==> config.mk <==
export PLATFORM = sky130hd
export DESIGN_NAME = spi_ram_ctrl
export DESIGN_NICKNAME = d
export VERILOG_FILES = /design/src/rtl/shared_pkg.sv /design/src/rtl/spi_ram_array.sv /design/src/rtl/spi_ram_ctrl.sv
export SDC_FILE = /design/constraint.sdc
export NUM_CORES = 2
export LEC_CHECK = 0
export ABC_AREA = 1
export CORE_ASPECT_RATIO = 1.2
export CORE_MARGIN = 8
export CORE_UTILIZATION = 60
export DETAILED_ROUTE_END_ITERATION = 6
export PLACE_DENSITY = 0.82
export SLEW_MARGIN = 20
export SYNTH_ARGS = -nofsm -noshare
export SYNTH_HDL_FRONTEND = slang
export SYNTH_SLANG_ARGS = --single-unit
==> constraint.sdc <==
create_clock -name clk -period 3.1 [get_ports clk]
set_clock_uncertainty 0.15 [all_clocks]
set_input_delay 0.62 -clock clk [delete_from_list [all_inputs] [get_ports clk]]
set_output_delay 0.62 -clock clk [all_outputs]
set_load 0.05 [all_outputs]
==> src/rtl/shared_pkg.sv <==
// Shared types and constants for the SPI RAM controller: command encoding,
// read-response tag, per-pointer arming state and bus widths.
package shared_pkg;

    localparam int unsigned DATA_W = 8;
    localparam int unsigned RX_W   = 10;

    typedef enum logic [1:0] {
        CMD_WR_ADDR = 2'b00,
        CMD_WR_DATA = 2'b01,
        CMD_RD_ADDR = 2'b10,
        CMD_RD_DATA = 2'b11
    } spi_cmd_e;

    localparam logic [1:0] TX_TAG = 2'b11;

    // A pointer becomes usable only after its address command has been seen.
    typedef enum logic {
        ST_UNARMED = 1'b0,
        ST_ARMED   = 1'b1
    } arm_state_e;

endpackage

==> src/rtl/spi_ram_array.sv <==
// Byte-wide register array with one synchronous write port and one
// combinational read port. Contents are never reset.
//   clk      : write clock
//   i_we     : write enable
//   i_waddr  : write address
//   i_wdata  : write byte
//   i_raddr  : read address
//   o_rdata_c: read byte (combinational)
module spi_ram_array
    import shared_pkg::*;
#(
    parameter int unsigned MEM_DEPTH = 256,
    parameter int unsigned ADDR_SIZE = 8
) (
    input  logic                 clk,
    input  logic                 i_we,
    input  logic [ADDR_SIZE-1:0] i_waddr,
    input  logic [DATA_W-1:0]    i_wdata,
    input  logic [ADDR_SIZE-1:0] i_raddr,
    output logic [DATA_W-1:0]    o_rdata_c
);

    logic [DATA_W-1:0] r_mem [MEM_DEPTH];

    // Write port
    always_ff @(posedge clk) begin
        if (i_we) begin
            r_mem[i_waddr] <= i_wdata;
        end
    end

    // Read port
    assign o_rdata_c = r_mem[i_raddr];

endmodule

==> src/rtl/spi_ram_ctrl.sv <==
// Command decoder and memory controller behind the SPI slave. Each qualified
// 10-bit word carries a 2-bit command and an 8-bit payload; write/read
// pointers auto-increment so bytes can be burst without resending addresses.
//   clk, rst            : clock, asynchronous active-high reset
//   rx_data, rx_valid   : command word from the SPI slave
//   tx_data, tx_valid   : read response {TX_TAG, byte}, one-cycle valid
//   err                 : one-cycle pulse on a data command to an unarmed pointer
//   wr_addr_q, rd_addr_q: current pointers (observability)
module spi_ram_ctrl
    import shared_pkg::*;
#(
    parameter int unsigned MEM_DEPTH = 256,
    parameter int unsigned ADDR_SIZE = 8
) (
    input  logic                 clk,
    input  logic                 rst,
    input  logic [RX_W-1:0]      rx_data,
    input  logic                 rx_valid,
    output logic [RX_W-1:0]      tx_data,
    output logic                 tx_valid,
    output logic                 err,
    output logic [ADDR_SIZE-1:0] wr_addr_q,
    output logic [ADDR_SIZE-1:0] rd_addr_q
);

    // MEM_DEPTH == 2**ADDR_SIZE, so natural pointer overflow is the wrap.
    localparam logic [ADDR_SIZE-1:0] ADDR_ONE = ADDR_SIZE'(1);

    spi_cmd_e               w_cmd;
    logic [DATA_W-1:0]      w_pl;
    logic [ADDR_SIZE-1:0]   w_addr;
    logic                   w_we;
    logic [DATA_W-1:0]      w_rdata;

    logic [RX_W-1:0]        r_tx_data;
    logic                   r_tx_valid;
    logic                   r_err;
    logic [ADDR_SIZE-1:0]   r_wr_addr;
    logic [ADDR_SIZE-1:0]   r_rd_addr;
    arm_state_e             r_wr_st;
    arm_state_e             r_rd_st;

    assign w_cmd  = spi_cmd_e'(rx_data[RX_W-1:DATA_W]);
    assign w_pl   = rx_data[DATA_W-1:0];
    assign w_addr = w_pl[ADDR_SIZE-1:0];

    // The array writes at the current pointer on the same edge the pointer advances.
    assign w_we = rx_valid && (w_cmd == CMD_WR_DATA) && (r_wr_st == ST_ARMED);

    spi_ram_array #(
        .MEM_DEPTH (MEM_DEPTH),
        .ADDR_SIZE (ADDR_SIZE)
    ) u_array (
        .clk       (clk),
        .i_we      (w_we),
        .i_waddr   (r_wr_addr),
        .i_wdata   (w_pl),
        .i_raddr   (r_rd_addr),
        .o_rdata_c (w_rdata)
    );

    // Decoder, pointer state machines and output registers
    always_ff @(posedge clk or posedge rst) begin
        if (rst) begin
            r_tx_data  <= '0;
            r_tx_valid <= 1'b0;
            r_err      <= 1'b0;
            r_wr_addr  <= '0;
            r_rd_addr  <= '0;
            r_wr_st    <= ST_UNARMED;
            r_rd_st    <= ST_UNARMED;
        end else begin
            r_tx_valid <= 1'b0;
            r_err      <= 1'b0;
            if (rx_valid) begin
                case (w_cmd)
                    CMD_WR_ADDR: begin
                        r_wr_addr <= w_addr;
                        r_wr_st   <= ST_ARMED;
                    end
                    CMD_WR_DATA: begin
                        if (r_wr_st == ST_ARMED) begin
                            r_wr_addr <= r_wr_addr + ADDR_ONE;
                        end else begin
                            r_err <= 1'b1;
                        end
                    end
                    CMD_RD_ADDR: begin
                        r_rd_addr <= w_addr;
                        r_rd_st   <= ST_ARMED;
                    end
                    CMD_RD_DATA: begin
                        if (r_rd_st == ST_ARMED) begin
                            r_tx_data  <= {TX_TAG, w_rdata};
                            r_tx_valid <= 1'b1;
                            r_rd_addr  <= r_rd_addr + ADDR_ONE;
                        end else begin
                            r_err <= 1'b1;
                        end
                    end
                    default: ;
                endcase
            end
        end
    end

    assign tx_data   = r_tx_data;
    assign tx_valid  = r_tx_valid;
    assign err       = r_err;
    assign wr_addr_q = r_wr_addr;
    assign rd_addr_q = r_rd_addr;

endmodule
==> Yosys cells after proc, flatten, opt, wreduce, memory -nomap -nowiden <==
Memories as Yosys holds them, arrays and structs flattened. A register that Yosys moved wholly into a read port is not among the register bits.
Cells that the tools add are included.
{ "classes": {"n_addsub": 2, "n_eq_ne": 5, "mux": 13, "reduce_logical": 10} }
{ "ops": {"columns": ["op", "n"], "rows": [
  ["case mux 8 bit (2 select lines)", 2],
  ["adder 8 x 1 -> 8 bit (second input constant)", 2],
  ["2-to-1 mux 8 bit", 2],
  ["AND reduction 3 bit", 3],
  ["2-to-1 mux 1 bit", 8],
  ["equality test 2 bit (second input constant)", 2],
  ["inequality test 2 bit (second input constant)", 2],
  ["AND reduction 2 bit", 2],
  ["nonzero test 2 bit", 2],
  ["equality test 2 x 1 -> 1 bit (second input constant)", 1],
  ["logical AND 1 bit", 2],
  ["logical NOT 2 bit", 1],
  ["case mux 1 bit (2 select lines)", 1]
]} }
{ "word_totals": {"regBits": 29, "mem_bits_rw": 2048, "out_inout_bits": 28, "mem_count": 1} }
{ "mem_list": {"columns": ["memory", "words", "word_bits", "rd", "rd_ports_with_merged_regs", "wr", "line_no", "source"], "rows": [
  ["u_array.r_mem", 256, 8, 1, 1, 1, "spi_ram_array.sv:23", "logic [DATA_W-1:0] r_mem [MEM_DEPTH];"]
]} }

==> Depth between registers and ports, before layout <==
{ "depth": {"word_depth": 5, "depth_mapped": 21, "ltp_nobuf": 17} }

==> Hierarchy <==
Synthesis repeated with hierarchy kept, for this count alone.
{ "hier_totals": {"hier_cells": 7225, "area_unflattened_um2": 84840.1} }
{ "by_module_without_submodules": {"columns": ["mod", "n_inst", "cells_each", "area_per_inst_um2"], "rows": [
  ["spi_ram_array", 1, 6995, 83236.1],
  ["spi_ram_ctrl", 1, 230, 1604.0]
]} }

==> Worst setup path after synthesis <==
Ideal clock, no wire load.
{ "synth_timing": {"path_kind": "in2reg", "startpoint": "in rx_data[8]", "endpoint": "mem u_array.r_mem[156][0] (enable)", "arrival_ns": 2.290, "t_required_ns": 2.567, "path_slack_ns": 0.276, "cell_stages": 7, "cell_sequence": "inv_1 > nor2_2 > inv_1 > nor3_4 > nand3_1 > clkbuf_1 > nor3_1"} }
{ "synth_between": {"elab_chain_len": 5} }
{ "synth_lines": {"columns": ["item", "line_no", "source"], "rows": [
  ["start: declaration", "spi_ram_ctrl.sv:17", "input logic [RX_W-1:0] rx_data,"],
  ["equality test 2 x 1 -> 1 bit", "spi_ram_ctrl.sv:48", "assign w_we = rx_valid && (w_cmd == CMD_WR_DATA) && (r_wr_st == ST_ARMED);"],
  ["logical AND 1 bit (2 in a row)", "spi_ram_ctrl.sv:48", null],
  ["2-to-1 mux 1 bit", "spi_ram_array.sv:27", "if (i_we) begin"],
  ["2-to-1 mux 1 bit (not written as such)", "spi_ram_array.sv:28", "r_mem[i_waddr] <= i_wdata;"],
  ["end: declaration", "spi_ram_array.sv:23", null]
]} }
No other way between the ends.

==> impl_metrics.yaml <==
outcome:
  outcome: "finished with violations"
  failed_checks: "negative setup slack"
routing:
  firstDrtPassIters: 7
  vias_per_cell: 6.16
  routedWlPerCell_um: 24.1
  vias: 63600
  routed_wl_um: 249000
  ant_nets: 0
  drc: 0
  drt_iter0_drc: 10200
synthesis:
  ys_warn_count: 0
  synth_edf_count: 2048
  yosysTopAreaCell: "edfxtp_1"
  syn_area_sq_um: 87100
  synth_seq_cells: 2077
  syn_avg_cell_area_sq_um: 11.0
  synthFlopType: "edfxtp_1"
  synthArstFlopShare_pct: 1.40
  yosysMostFrequentCell: "edfxtp_1"
  syn_nets: 7945
  synth_top_cell_area_share_pct: 70.6
  synthDistinctLibCells: 34
  syn_inst: 7927
  ys_top_cells_by_count: "2,048 x edfxtp_1, 1,972 x nand2_1, 1,379 x nor2_1"
  synth_area_leaders: "edfxtp_1 71%, nand2_1 8.5%, nor2_1 5.9%"
  ys_seq_area_share_pct: 71.5
clock_network:
  insertion_delay_ps: 840
  htreeDepth: 4
  cts_root_buf: "clkbuf_16"
  cts_buffers: 184
  clk_pin_slew_worst_paths_ps: 70
  clockBufferDepth: 3
  clkSinkCount: 2077
  cts_tree: "done"
  cts_hold_buf: 0
power_and_ir_drop:
  p_per_area_nw_per_um2: 655
  p_leak_nw: 37.5
  clockPowerShare_pct: 35.7
  swShare_pct: 27.9
  p_sw_mw: 18.1
  pwr-share-comb_pct: 16.4
  p_int_mw: 46.8
  pwr-share-seq_pct: 47.9
  ir_drop_mv: 0.755
critical_path:
  cp_cell_sequence: "clkinv_16 > buf_12 > buf_12 > buf_4 > o21ai_0 > nand3_1 > nand3_1 > nand2_1 > nand3_1 > nand3_1 > nand3_1 > nand2_1 > nand2_1 > nand2_1"
  critPathMaxStageDelay_ps: 560
  arrival_ps: 3680
  critPathBufInv: 4
  slowest_stage: "dfrtp_4"
  end_kind: "flop"
  cpMostUsedCell: "nand3_1"
  crit_path_max_fanout: 46
  worstSetupPathType: "flop to flop"
  required_ps: 3680
  crit_family: "simple AND/OR/NAND/NOR gates"
  cp-start-kind: "flop"
place:
  preCtsSetupSlack_ps: 18.2
  gp_congestion: 0.959
  io_buffers: 40
  placed_cells: 9969
  post_dp_cell_area_sq_um: 92900
  dp_hpwl_um: 147000
cells_and_area:
  final_cells: 10300
  area_growth_pct: 13.9
  fin_area_sq_um: 99200
  layout-drive-gt1-share_pct: 10.1
  area.sequential_sq_um: 62200
  multi_input_area_sq_um: 20600
  nNetsFinal: 8245
  nFillCells: 9090
  final_util_pct: 68.6
floorplanning:
  die_area_sq_um: 158000
  std_cell_rows: 153
  start_util_pct: 60.2
  fp.dieH_um: 433
  coreArea_sq_um: 145000
  io_pins: 41
  die_w_um: 364
job:
  drv_cap: 0
worst_hold_path:
  hold_path_class: "input port to flop"
global_route:
  grt_usage_pct: 30.7
  grt_antenna_before_repair: 5
  grt_max_degree: 111
  grt_overflow: 0
  grt_pass1_wl_um: 367000
  grt_pass1_vias: 62800
sta:
  final.setup.tns_ps: -5.28
  hold_viol: 0
  fmax_ghz: 0.322
  period_minus_slack_ps: 3110
  setup-violations-final: 1
  tightest_slew_ps: 838
  fin_crit_sh_pct: 100
  relSlewSlack_pct: 43.8
  maxSlewViolCount: 0
  worst_slack_ps: -5.28
[cell families after synthesis]
family	Yosys count	synth area share, %
DFF	2077	71.5
AOI/OAI and AO/OA	903	5.57
adders and majority gates	5	0.0719
and+or+nand+nor	3942	17.9
xor gates and xnor gates	3	0.0302
buffers and inverters	997	4.98
[worst paths after layout]
path                                  endpoint  depth (start not counted)  slack, ps    startpoint
max                                 tx_data[0]                         14         -5  rd_addr_q[0]
min                        u_array.r_mem[4][2]                          1         50    rx_data[2]
max reg2reg                         tx_data[0]                         14         -5  rd_addr_q[0]
min reg2reg                            r_wr_st                          2        370       r_wr_st
max in group asynchronous           tx_data[2]                          3       2110           rst
min in group asynchronous              r_rd_st                          2         60           rst
[area by class of cell]
class / count / share of cell area, %
diodes: 3 / 0.00757
clock buffers: 235 / 4.95
well taps: 1937 / 2.44
multi-input cells: 4853 / 20.7
repair buffers: 584 / 5.90
flip-flops and latches: 2077 / 62.8
clock inverters: 107 / 1.17
repair inverters: 1 / 0.00883
inverters: 526 / 2.03
[placed cells by master, fill, tap and decap left out, types with 8 or more instances in the layout]
| cell | netlist | final |
|---|---|---|
| o211ai_1 | 123 | 123 |
| buf_8 | 1 | 8 |
| nand2_1 | 1972 | 1972 |
| o21ai_1 | 159 | 159 |
| inv_1 | 515 | 512 |
| buf_12 | 0 | 96 |
| nor2_1 | 1379 | 1374 |
| o21ai_0 | 502 | 502 |
| nor3_1 | 13 | 12 |
| buf_4 | 47 | 444 |
| bufinv_16 | 0 | 20 |
| nand3_1 | 563 | 557 |
| edfxtp_1 | 2048 | 2048 |
| a21oi_1 | 107 | 107 |
| clkinv_1 | 9 | 42 |
| clkbuf_16 | 0 | 191 |
| dfrtp_1 | 29 | 26 |
| clkdlybuf4s50_1 | 0 | 24 |
| clkinv_2 | 0 | 31 |
| clkbuf_1 | 190 | 43 |
[through the flow]
| step | total power, mW | hold slack, ps |
|---|---|---|
| detailed placement | 41.7 | 345 |
| floorplan | 37.7 | 303 |
| global placement | 41.4 | 332 |
| global route | 66.6 | 44.5 |
| CTS | 64.4 | 36.0 |
| finish | 65.0 | 52.4 |
[routing by layer]
layer	vias to the layer above	track usage (%)	wire (um)
met1	30000	37.4	82100
met5	-	0	0
met2	5211	48.9	116000
met4	0	21.3	19300
li1	27400	-	-
met3	1047	7.14	31600
[power groups by stage]
stage | registers, mW | clock network (mW) | logic, mW
6_report | 31.1 | 23.2 | 10.6
5_1_grt | 31.1 | 24.2 | 11.3
4_1_cts | 31.1 | 23.2 | 10.1
3_5_place_dp | 31.7 | 0 | 9.98
3_3_place_gp | 31.7 | 0 | 9.72
2_1_floorplan | 31.8 | 0 | 5.82
[timing repair]
item / in CTS / in global routing
setup endpoints to repair: 4 / 9
buffers inserted: 0 / 4
pin swaps: 0 / 1
cloned: 1 / 4
gates resized for setup: 5 / 15
[registers in the layout (all words and copies together), names as in the netlist]
register       cells
err                1
r_rd_st            1
r_wr_st            1
rd_addr_q          8
tx_data            9
tx_valid           1
u_array.r_mem   2048
wr_addr_q          8
No activity file was read; power rests on OpenSTA's default activity.
